[src/rtl/instr_fetch.sv]
// -----------------------------------------------------------------------------
// instr_fetch
//
// Instruction fetch stage sitting directly in front of the instruction RAM.
// Owns the program counter, drives the RAM pins (always in read mode), captures
// the combinational read data into a small in-order {pc, instr} prefetch queue
// and hands the queue head to decode over a valid/ready handshake. A redirect
// flushes the queue and restarts fetching at a new address. Fetching stops
// after a word equal to HALT_WORD has been pushed.
//
// Optional feature macro: INSTR_FETCH_PERF_EN
//   When defined, adds saturating fetch_count / stall_count outputs.
//
// Ports:
//   clk            in   rising-edge clock
//   rst_n          in   asynchronous active-low reset
//   start          in   leave IDLE and begin fetching at the current PC
//   mem_en         out  RAM enable, high only in a fetch cycle
//   mem_rw         out  RAM read/write select, constant 1 (read)
//   mem_addr       out  RAM word address (= pc)
//   mem_rdata      in   RAM read data, valid in the same cycle as mem_addr
//   redirect_valid in   branch/jump taken
//   redirect_pc    in   new fetch address
//   out_valid      out  queue head valid
//   out_ready      in   decode accepts the head
//   out_instr      out  head instruction
//   out_pc         out  address of the head instruction
//   halted         out  fetch stopped on HALT_WORD
//   fetch_count    out  (INSTR_FETCH_PERF_EN) number of fetch cycles
//   stall_count    out  (INSTR_FETCH_PERF_EN) RUN cycles with a full queue
// -----------------------------------------------------------------------------
module instr_fetch #(
  parameter int              A         = 16,
  parameter int              W         = 32,
  parameter int              DEPTH     = 2,
  parameter logic [A-1:0]    RESET_PC  = {A{1'b0}},
  parameter logic [W-1:0]    HALT_WORD = 32'h0000_0000
) (
  input  logic         clk,
  input  logic         rst_n,
  input  logic         start,
  output logic         mem_en,
  output logic         mem_rw,
  output logic [A-1:0] mem_addr,
  input  logic [W-1:0] mem_rdata,
  input  logic         redirect_valid,
  input  logic [A-1:0] redirect_pc,
  output logic         out_valid,
  input  logic         out_ready,
  output logic [W-1:0] out_instr,
  output logic [A-1:0] out_pc,
  output logic         halted
`ifdef INSTR_FETCH_PERF_EN
  ,
  output logic [31:0]  fetch_count,
  output logic [31:0]  stall_count
`endif
);

  // Counter must hold 0..DEPTH inclusive; queue index needs log2(DEPTH) bits.
  localparam int CW = $clog2(DEPTH) + 1;
  localparam int IW = $clog2(DEPTH);

  typedef enum logic [1:0] {
    ST_IDLE = 2'd0,
    ST_RUN  = 2'd1,
    ST_HALT = 2'd2
  } state_e;

  state_e                  state_q, state_d;
  logic [A-1:0]            pc_q, pc_d;
  logic                    halted_q, halted_d;
  logic [CW-1:0]           count_q, count_d;
  logic                    out_valid_q;
  // Entry 0 is always the queue head, so the head is itself a register and
  // feeds out_pc/out_instr directly.
  logic [DEPTH-1:0][A-1:0] qpc_q, qpc_d;
  logic [DEPTH-1:0][W-1:0] qin_q, qin_d;

  logic                    full_s;
  logic                    fetch_s;
  logic                    pop_s;
  logic                    halt_hit_s;
  logic [CW-1:0]           wr_idx_s;

`ifdef INSTR_FETCH_PERF_EN
  logic [31:0]             fetch_cnt_q;
  logic [31:0]             stall_cnt_q;
`endif

  // Fetch/pop qualification; redirect suppresses both.
  always_comb begin
    full_s     = (count_q == CW'(DEPTH));
    fetch_s    = (state_q == ST_RUN) && !redirect_valid && !full_s;
    pop_s      = (count_q != {CW{1'b0}}) && out_ready && !redirect_valid;
    halt_hit_s = fetch_s && (mem_rdata == HALT_WORD);
  end

  // Next state, program counter and halt flag.
  always_comb begin
    state_d  = state_q;
    pc_d     = pc_q;
    halted_d = halted_q;
    if (redirect_valid) begin
      pc_d     = redirect_pc;
      halted_d = 1'b0;
      // In IDLE a redirect only loads the PC; start is still honoured.
      if (state_q == ST_IDLE) begin
        state_d = start ? ST_RUN : ST_IDLE;
      end else begin
        state_d = ST_RUN;
      end
    end else begin
      case (state_q)
        ST_IDLE: begin
          if (start) begin
            state_d = ST_RUN;
          end else begin
            state_d = ST_IDLE;
          end
        end
        ST_RUN: begin
          if (fetch_s) begin
            pc_d = pc_q + {{(A-1){1'b0}}, 1'b1};
          end else begin
            pc_d = pc_q;
          end
          // The halt word itself is pushed; fetching stops afterwards.
          if (halt_hit_s) begin
            state_d  = ST_HALT;
            halted_d = 1'b1;
          end else begin
            state_d  = ST_RUN;
          end
        end
        ST_HALT: begin
          state_d  = ST_HALT;
          halted_d = 1'b1;
        end
        default: begin
          state_d  = ST_IDLE;
          halted_d = 1'b0;
        end
      endcase
    end
  end

  // Prefetch queue next state: shift on pop, write behind the last live entry.
  always_comb begin
    qpc_d    = qpc_q;
    qin_d    = qin_q;
    count_d  = count_q;
    wr_idx_s = count_q;
    if (redirect_valid) begin
      count_d = {CW{1'b0}};
    end else begin
      if (pop_s) begin
        for (int i = 0; i < DEPTH - 1; i++) begin
          qpc_d[i] = qpc_q[i+1];
          qin_d[i] = qin_q[i+1];
        end
        wr_idx_s = count_q - CW'(1);
        count_d  = count_q - CW'(1);
      end else begin
        wr_idx_s = count_q;
        count_d  = count_q;
      end
      // fetch_s implies count_q < DEPTH, so wr_idx_s is always in range.
      if (fetch_s) begin
        qpc_d[wr_idx_s[IW-1:0]] = pc_q;
        qin_d[wr_idx_s[IW-1:0]] = mem_rdata;
        count_d                 = count_d + CW'(1);
      end else begin
        count_d = count_d;
      end
    end
  end

  // FSM, PC, queue and registered handshake state.
  always_ff @(posedge clk or negedge rst_n) begin
    if (!rst_n) begin
      state_q     <= ST_IDLE;
      pc_q        <= RESET_PC;
      halted_q    <= 1'b0;
      count_q     <= {CW{1'b0}};
      out_valid_q <= 1'b0;
      qpc_q       <= '0;
      qin_q       <= '0;
    end else begin
      state_q     <= state_d;
      pc_q        <= pc_d;
      halted_q    <= halted_d;
      count_q     <= count_d;
      out_valid_q <= (count_d != {CW{1'b0}});
      qpc_q       <= qpc_d;
      qin_q       <= qin_d;
    end
  end

`ifdef INSTR_FETCH_PERF_EN
  // Saturating performance counters; only reset clears them.
  always_ff @(posedge clk or negedge rst_n) begin
    if (!rst_n) begin
      fetch_cnt_q <= 32'h0000_0000;
      stall_cnt_q <= 32'h0000_0000;
    end else begin
      if (fetch_s && (fetch_cnt_q != 32'hFFFF_FFFF)) begin
        fetch_cnt_q <= fetch_cnt_q + 32'h0000_0001;
      end else begin
        fetch_cnt_q <= fetch_cnt_q;
      end
      if ((state_q == ST_RUN) && full_s && (stall_cnt_q != 32'hFFFF_FFFF)) begin
        stall_cnt_q <= stall_cnt_q + 32'h0000_0001;
      end else begin
        stall_cnt_q <= stall_cnt_q;
      end
    end
  end

  assign fetch_count = fetch_cnt_q;
  assign stall_count = stall_cnt_q;
`endif

  // RAM side: enable must follow redirect within the cycle, so it is decoded
  // from registered state plus redirect_valid; the address is the PC register.
  assign mem_en    = fetch_s;
  assign mem_rw    = 1'b1;
  assign mem_addr  = pc_q;

  assign out_valid = out_valid_q;
  assign out_instr = qin_q[0];
  assign out_pc    = qpc_q[0];
  assign halted    = halted_q;

endmodule

[config.mk]
export PLATFORM = sky130hd
export DESIGN_NAME = instr_fetch
export DESIGN_NICKNAME = d
export VERILOG_FILES = /design/src/rtl/instr_fetch.sv
export SDC_FILE = /design/constraint.sdc
export NUM_CORES = 1
export LEC_CHECK = 0
export BUFFER_PORTS_ARGS = -buffer_cell sky130_fd_sc_hd__buf_2
export CORE_ASPECT_RATIO = 2
export CORE_MARGIN = 5
export CORE_UTILIZATION = 31
export DETAILED_ROUTE_END_ITERATION = 7
export GPL_TIMING_DRIVEN = 0
export HOLD_SLACK_MARGIN = 0.05
export PLACE_DENSITY = 0.62
export SLEW_MARGIN = 20
export SYNTH_ARGS = -nofsm -noshare
export SYNTH_HDL_FRONTEND = slang
export SYNTH_SLANG_ARGS = --single-unit
[constraint.sdc]
create_clock -name clk -period 2.2 [get_ports clk]
set_input_delay 0.22 -clock clk [delete_from_list [all_inputs] [get_ports clk]]
set_output_delay 0.22 -clock clk [all_outputs]
set_load 0.01 [all_outputs]
======== Word level (Yosys, flattened, before mapping) ========
Index checks and enable logic that the tools add are counted.
storage, ports and cells
  register bits ........................... 118
  input port bits ......................... 53
cells by class
  add/subtract/negate cells ............... 3
  magnitude comparators ................... 2
  equality and inequality tests ........... 5
  multiplexer cells ....................... 27
  bitwise logic cells ..................... 1
  reductions and logical operators ........ 17
operators with widths
  kind                   number
  $mux 32                4
  $mux 16                7
  $bwmux 64              1
  $bwmux 32              1
  $demux 32 s1           1
  $logic_not 32->1       1
  $add 16x1->16 const B  1
  $demux 16 s1           1
  $mux 2                 6
  $reduce_bool 2->1      4
  $logic_and 1x1->1      6
  $pmux 2 s3             1
  $reduce_and 2->1       3
  $eq 2x2->1 const B     2
  $mux 1                 4
  $ne 3x3->1 const B     1
  $pmux 1 s3             1
  $add 2x1->2 const B    1
  $eq 2x1->1 const B     1
  $logic_not 1->1        2
  $logic_not 2->1        1
  $lt 1x2->1 const B     1
  $ne 2x2->1 const B     1
  $sub 2x1->2 const B    1
  other kinds (2)        2

======== Logic depth before layout (Yosys ltp) ========
Gate-level depths: netlist of run 1.
  depth after elaboration ................. 11
  gate-level depth with buffers ........... 9

======== Least setup slack after synthesis of run 1 ========
OpenSTA, ideal clock, no wires.
  path type ............................... register to register
  start ................................... reg count_q[0]
  end ..................................... reg pc_q[15], in the netlist mem_addr[15]
  setup time .............................. 0.082 ns
  arrival ................................. 2.139 ns
  data required time ...................... 2.118 ns
  path slack .............................. -0.021 ns
  stages on the path, launching flop included .. 7
  buffers on the path ..................... 0
  clock period less this slack ............ 2.221 ns
  path through ............................ dfrtp_1 > inv_1 > ha_1 > nand3b_2 > or4_4 > or4_1 > a31oi_1
between the ends
  word-level cells in the longest chain between the ends .. 5
ends and longest elaborated chain
  item                         line  RTL
  from (decl)                  73    logic [CW-1:0] count_q, count_d;
  from (signal assigned)       185   count_q <= {CW{1'b0}};
  from (signal assigned)       193   count_q <= count_d;
  $eq 2x2->1                   93    full_s = (count_q == CW'(DEPTH));
  $logic_not 1->1              94    fetch_s = (state_q == ST_RUN) && !redirect_valid && !full_s;
  $logic_and 1x1->1            94
  $reduce_bool 2->1 (no line)  -
  $reduce_and 2->1 (no line)   -
  to (signal assigned)         191   pc_q <= pc_d;
  to (decl)                    71    logic [A-1:0] pc_q, pc_d;
No other way between the ends.
A chain may end at the register's enable or synchronous reset.

======== Final worst setup path of run 1 ========
  start ................................... reg state_q[1]
  end ..................................... reg pc_q[15], in the netlist mem_addr[15]
between the ends
  word-level cells in the longest chain between the ends .. 5
ends and longest elaborated chain
  item                            line     RTL
  from (decl)                     70       state_e state_q, state_d;
  from (signal assigned)          190      state_q <= state_d;
  $eq 2x1->1 *                    94, 114
  $logic_and 1x1->1 (2 in a row)  94
  $reduce_bool 2->1 (no line)     -
  $reduce_and 2->1 (no line) *    -
Every way passes the cells marked *; elsewhere a longest branch is shown, timed or not.

==> reports/metrics.csv, run 1 <==
metric;value;unit
status;completed;
synth_top_area_share;50.2;%
min_from;redirect_pc[14];
final-max-slew-violation-count;0;
drive_gt1_share;37.6;%
synthTopCellsByArea;dfrtp_1, mux2i_1, buf_4;
period_share;97.6;%
crit_start;state_q[1];
instances_no_fill;976;
cts.sinks;118;
place.gp.congestion;0.808;
dieHeight;205;µm
drt-initial-drc-count;161;
ir_drop;0.563;mV
postLayoutCoreUtil;41.7;%
avgSynthCellArea;10.9;µm²
cp.required;2530;ps
relSlewSlack;40.0;%
synth-seq-cells;118;
grt_setup_unrepaired;true;
cts_made_buffers;17;
r2r-start;state_q[1];
ys.flop_type;dfrtp_1;
port-buffer-count;119;
die_x;107;µm
fmax;466;MHz
fin_nets;767;
maxCapViolCount;0;
grt_pass1_wl;27000;µm
cts_root_buf;clkbuf_16;
drtAntennaViolNets;0;
area_growth;32.7;%
netlist_instances;541;
max_slew.worst_pin.slew;892;ps
setup-violations-final;0;
drt-total-wl;16700;µm
worstSetupPathType;reg2reg;
dp_hpwl;12200;µm
pin_count;121;
power.density;1310;nW/µm²
initial_utilization;31.4;%
drc;0;
globalRoute.totalOverflow;0;
crit_path_start_kind;register;
ys_seq_area_share;50.2;%
grt_pass1_vias;4951;
antenna_found_initial;0;
fin_crit;2150;ps
end_kind;register;
grt_max_degree;74;
syn-num-nets;600;
finalHoldViolCount;0;
wl_per_cell;17.1;µm
dr.pass1.iters;4;
skew;8.02;ps
synthArstFlopShare;100;%
dp.cells;916;
dieArea;22000;µm²
hp-class;in2reg;
gr-usage-all-layers;15.9;%
core_area;18700;µm²
crit_arrival;2480;ps
synth_cell_types;48;
yosys.area.top_type;dfrtp_1;
clockBufferDepth;2;
synth_edf_count;0;
worstPathMaxFanout;8;
n_antenna_cell;0;
power.total;10.2;mW
syn_area;5880;µm²
whs;60.9;ps
clk_pin_slew;60;ps
dr_total_vias;4682;
p_leak;3.45;nW
clkLatencyLatePin;410;ps
htree_levels;4;
core.rowCount;71;
via_per_inst;4.80;
synth-warning-count;0;
cts_tree;built;
-- cells in the mapped netlist, drive strengths merged, types with 2 or more instances --
cell    instances
o21ai          65
mux2i          50
nand4           4
nor2b           3
mux2           48
inv            10
nor3b           2
clkbuf         18
o31ai           2
nor3            8
nand3          59
dfrtp         118
nor4           12
xnor2          10
a31oi           4
or4             4
a21oi           2
xor2            2
buf            64
or3             2
and2            3
ha              6
nor2           11
nand2          19
-- logic make-up (layout without fill, tap and decap cells) --
| kind of cell | after synthesis | after routing | synth area share (%) |
|---|---|---|---|
| other cells | 1 | 1 | 0.0637 |
| fa+ha+maj | 6 | 6 | 1.28 |
| mux | 98 | 98 | 17.7 |
| simple gates | 134 | 134 | 12.2 |
| xor+xnor | 12 | 12 | 1.91 |
| compound gates | 79 | 79 | 7.25 |
| flops | 118 | 118 | 50.2 |
| buf+inv | 93 | 273 | 9.42 |
-- routing by layer --
layer	GRT usage, %	routed length (µm)	vias up
met3	2.46	568	31
met5	0	0	-
li1	-	-	2218
met2	28.9	9150	118
met4	7.86	601	0
met1	17.7	6350	2315
-- cell type report --
class	count	area, µm²
fill	1878	10900
sequential	118	2950
multi-input combinational	330	2440
timing repair buffer	152	940
buffer	78	548
clock buffer	18	439
tap	255	319
clock inverter	14	128
inverter	11	41.3
-- final timing paths --
check | endpoint | slack [ps] | cells after the start
min | mem_addr[14] | 60 | 3
max in group asynchronous | qin_q[55] | 1160 | 3
min reg2reg | qin_q[45] | 490 | 1
min in group asynchronous | out_instr[2] | 310 | 2
max reg2reg | mem_addr[15] | 50 | 6
max | mem_addr[15] | 50 | 6
-- state kept, by name, summed over array words and instances (netlist names) --
| signal | cells |
|---|---|
| qin_q | 32 |
| out_instr | 32 |
| out_valid | 1 |
| out_pc | 16 |
| mem_addr | 16 |
| qpc_q | 16 |
| state_q | 2 |
| count_q | 2 |
| halted | 1 |
-- layout by cell type, fill, tap and decap left out, types with 4 or more instances in the layout --
master,Yosys,layout
buf_4,51,60
dlygate4sd3_1,0,23
nand3_1,59,59
clkbuf_16,0,17
dfrtp_1,118,117
nor2_1,11,11
clkinv_4,0,4
clkbuf_4,0,4
clkinvlp_4,0,4
xnor2_1,9,9
mux2_2,28,28
mux2i_1,50,50
o21ai_0,65,65
mux2_1,20,20
ha_1,6,4
clkbuf_1,17,11
nor3_1,7,7
inv_1,10,9
a31oi_1,4,4
buf_2,10,123
nand4_1,4,4
nor4_1,12,12
nand2_1,18,18
-- power by group --
group / switching (mW) / internal (mW)
clock network: 1.06 / 1.59
logic: 1.87 / 2.02
registers: 0.572 / 3.12
total: 3.50 / 6.72
-- critical path, cell delays in order (launching register included) --
cell and delay, ps:
dfrtp_1 420, inv_1 130, ha_4 200, nand3b_4 110, or4_4 540, or4_1 480, a31oi_1 190
-- metrics by stage --
stage / TNS [ps] / cell area (µm²) / worst slack, ps
CTS: 0 / 7770 / 5.23
finish: 0 / 7810 / 53.7
global placement: -111690 / 6800 / -680
global route: -167 / 7810 / -24.2
floorplan: 0 / 5880 / 6.56
detailed placement: -35240 / 6830 / -605
-- what timing repair did --
| action | in CTS | in global routing |
|---|---|---|
| hold buffers | 23 | 0 |
| hold endpoints to repair | 70 | 0 |
| endpoints found under the setup margin | 105 | 86 |
| gates resized for setup | 24 | 7 |
| buffers inserted | 6 | 3 |
| pin swaps | 1 | 1 |
| gates cloned | 0 | 0 |
Note: power is estimated with default switching activity, not from simulation.
==> inputs of run 2 (changes only) <==
PLACE_DENSITY = 0.6   (was 0.62)
clock period = 2.7 ns   (was 2.2 ns; I/O delays follow)
==> run 2 against run 1 <==
Effect of this change:
- first-iteration DRC count fell by 19%
- clock power shrank 16%
- cell area fell by 4.4%
- count of clock-buffer cells in the layout grew 5
- core utilization down 1.8 points
- wire length shrank 1.2%
- critical path depth increased by 3
- non-clock buffer count fell by 26
==> reports/metrics.csv, run 2 (synthesized netlist as in run 1, its figures left out) <==
metric;value;unit;change
cts_root_buf;clkbuf_16;;
intPower;5.49;mW;-18%
crit_chain;inv_1 -> ha_1 -> nor3b_1 -> buf_2 -> xnor2_2 -> nor3_4 -> buf_6 -> buf_4 -> mux2_1;;
skew;8.82;ps;+0.805 ps
drive_gt1_share;36.3;%;-1.3 points
end_kind;register;;
min_from;redirect_pc[7];;
cpLargestDelayFamily;buffers and inverters;;
post_dp_cell_area;6830;µm²;unchanged
p_leak;3.31;nW;-4.0%
cts.sinks;118;;unchanged
core.rowCount;71;;unchanged
whs;65.7;ps;+4.85 ps
core_area;18700;µm²;unchanged
crit_start;count_q[0];;
routed-wl-met3;550;µm;-3.2%
dr_total_vias;4519;;-3.5%
power.density;1100;nW/µm²;-16%
pin_count;121;;unchanged
finalHoldViolCount;0;;unchanged
setup-violations-final;0;;unchanged
globalRoute.totalOverflow;0;;unchanged
via_per_inst;4.76;;-0.84%
fin_crit;2450;ps;+302 ps
routed.top_layer;met4;;
n_antenna_cell;0;;unchanged
dieArea;22000;µm²;unchanged
grt_pass1_vias;4749;;-4.1%
seq_power_share;36.5;%;+0.4 points
combPwrFrac;36.6;%;-1.4 points
postLayoutCoreUtil;39.8;%;-1.8 points
drc;0;;unchanged
clk_pin_slew;60;ps;about the same
n_fill_cell;1886;;+0.43%
place.gp.congestion;0.783;;-3.1%
slowest_stage;dfrtp_2;;
drt-initial-drc-count;130;;-19%
dr.pass1.iters;4;;unchanged
switching_share;33.4;%;-0.77 points
ir_drop;0.411;mV;-27%
status;completed;;
drtAntennaViolNets;0;;unchanged
maxCapViolCount;0;;unchanged
layout_common_cells;buf_2, dfrtp_1, o21ai_0, nand3_1, buf_4;;
port-buffer-count;119;;unchanged
max_slew.worst_pin.slew;885;ps;-7.39 ps
clkLatencyLatePin;410;ps;about the same
drt-total-wl;16500;µm;-1.2%
fin_ws;251;ps;+198 ps
worstSetupPathType;reg2reg;;
max_stage_delay;420;ps;-120 ps
area_growth;26.9;%;
clkPwrFrac;27.0;%;+1.1 points
met1_length;6340;µm;-0.13%
fin_nets;741;;-3.4%
place_ws;-105;ps;+500 ps
antenna_found_initial;0;;unchanged
hp-class;in2reg;;
grt_max_degree;75;;+1.4%
p_switching;2.76;mW;-21%
dp_hpwl;12200;µm;about the same
relSlewSlack;40.4;%;+0.50 points
design_area;7460;µm²;-4.4%
cts_tree;built;;
crit_arrival;2740;ps;+260 ps
die_x;107;µm;unchanged
wl_per_cell;17.3;µm;+1.5%
cts_made_buffers;17;;unchanged
dieHeight;205;µm;unchanged
fmax;408;MHz;-12%
final_common_cell;buf_2;;
grt_pass1_wl;26300;µm;-2.4%
htree_levels;4;;unchanged
crit_buf_inv;4;;+3
r2r-start;count_q[0];;
worstPathMaxFanout;10;;+2
gr-usage-all-layers;15.6;%;-0.31 points
grt_setup_unrepaired;false;;
fin_setup_tns;0;ps;unchanged
final-max-slew-violation-count;0;;unchanged
initial_utilization;31.4;%;unchanged
period_share;90.7;%;-6.9 points
crit_path_start_kind;register;;
reg2reg_slack;250;ps;+200 ps
clockBufferDepth;2;;unchanged
wl_met2;9000;µm;-1.6%
cp.required;2990;ps;+460 ps
run 2: power by group through the flow:
stage                     Sequential [mW]  Clock (mW)  Combinational, mW
after detailed placement             3.04           0               3.05
final                                3.01        2.22               3.02
after global placement               3.02           0               3.00
after CTS                            3.02        2.27               3.07
after floorplan                      2.90           0               2.11
after global routing                 3.11        2.33               3.34
run 2: tightest hold or removal path: cells and delay by family:
| family | cells | cell delay [ps] |
|---|---|---|
| compound gates | 1 | 60 |
| buf+inv | 1 | 70 |
| simple gates | 1 | 40 |
run 2: per-stage QoR:
stage,power (mW),std cells
2_1_floorplan,5.01,541
4_1_cts,8.36,951
5_1_grt,8.79,950
6_report,8.25,950
3_3_place_gp,6.02,915
3_5_place_dp,6.09,916
run 2: layout make-up:
cell class / instances / area (µm²) / area share, %
Tap cell: 255 / 319 / 4.27
Clock buffer: 23 / 478 / 6.40
Buffer: 81 / 524 / 7.02
Sequential cell: 118 / 2950 / 39.6
Multi-Input combinational cell: 330 / 2390 / 32.0
Timing Repair Buffer: 123 / 659 / 8.83
Clock inverter: 9 / 100 / 1.34
Inverter: 11 / 41.3 / 0.553
run 2: repair_timing:
item,in CTS,in global routing
buffers inserted,0,0
gates resized for setup,2,12
endpoints found under the hold margin,46,0
setup endpoints to repair,35,42
hold buffers,3,0
run 2: final timing paths:
kind                                end  cells past startpoint
max                           qin_q[44]                      9
min                         mem_addr[7]                      3
max reg2reg                   qin_q[44]                      9
min reg2reg                   qin_q[47]                      1
max in group asynchronous     qpc_q[16]                      3
min in group asynchronous  out_instr[2]                      2
run 2: per-layer routing:
layer	GRT usage, %	up-vias
met1	17.1	2219
met3	2.74	26
met2	28.2	112
met5	0	-
met4	7.86	0
li1	-	2162
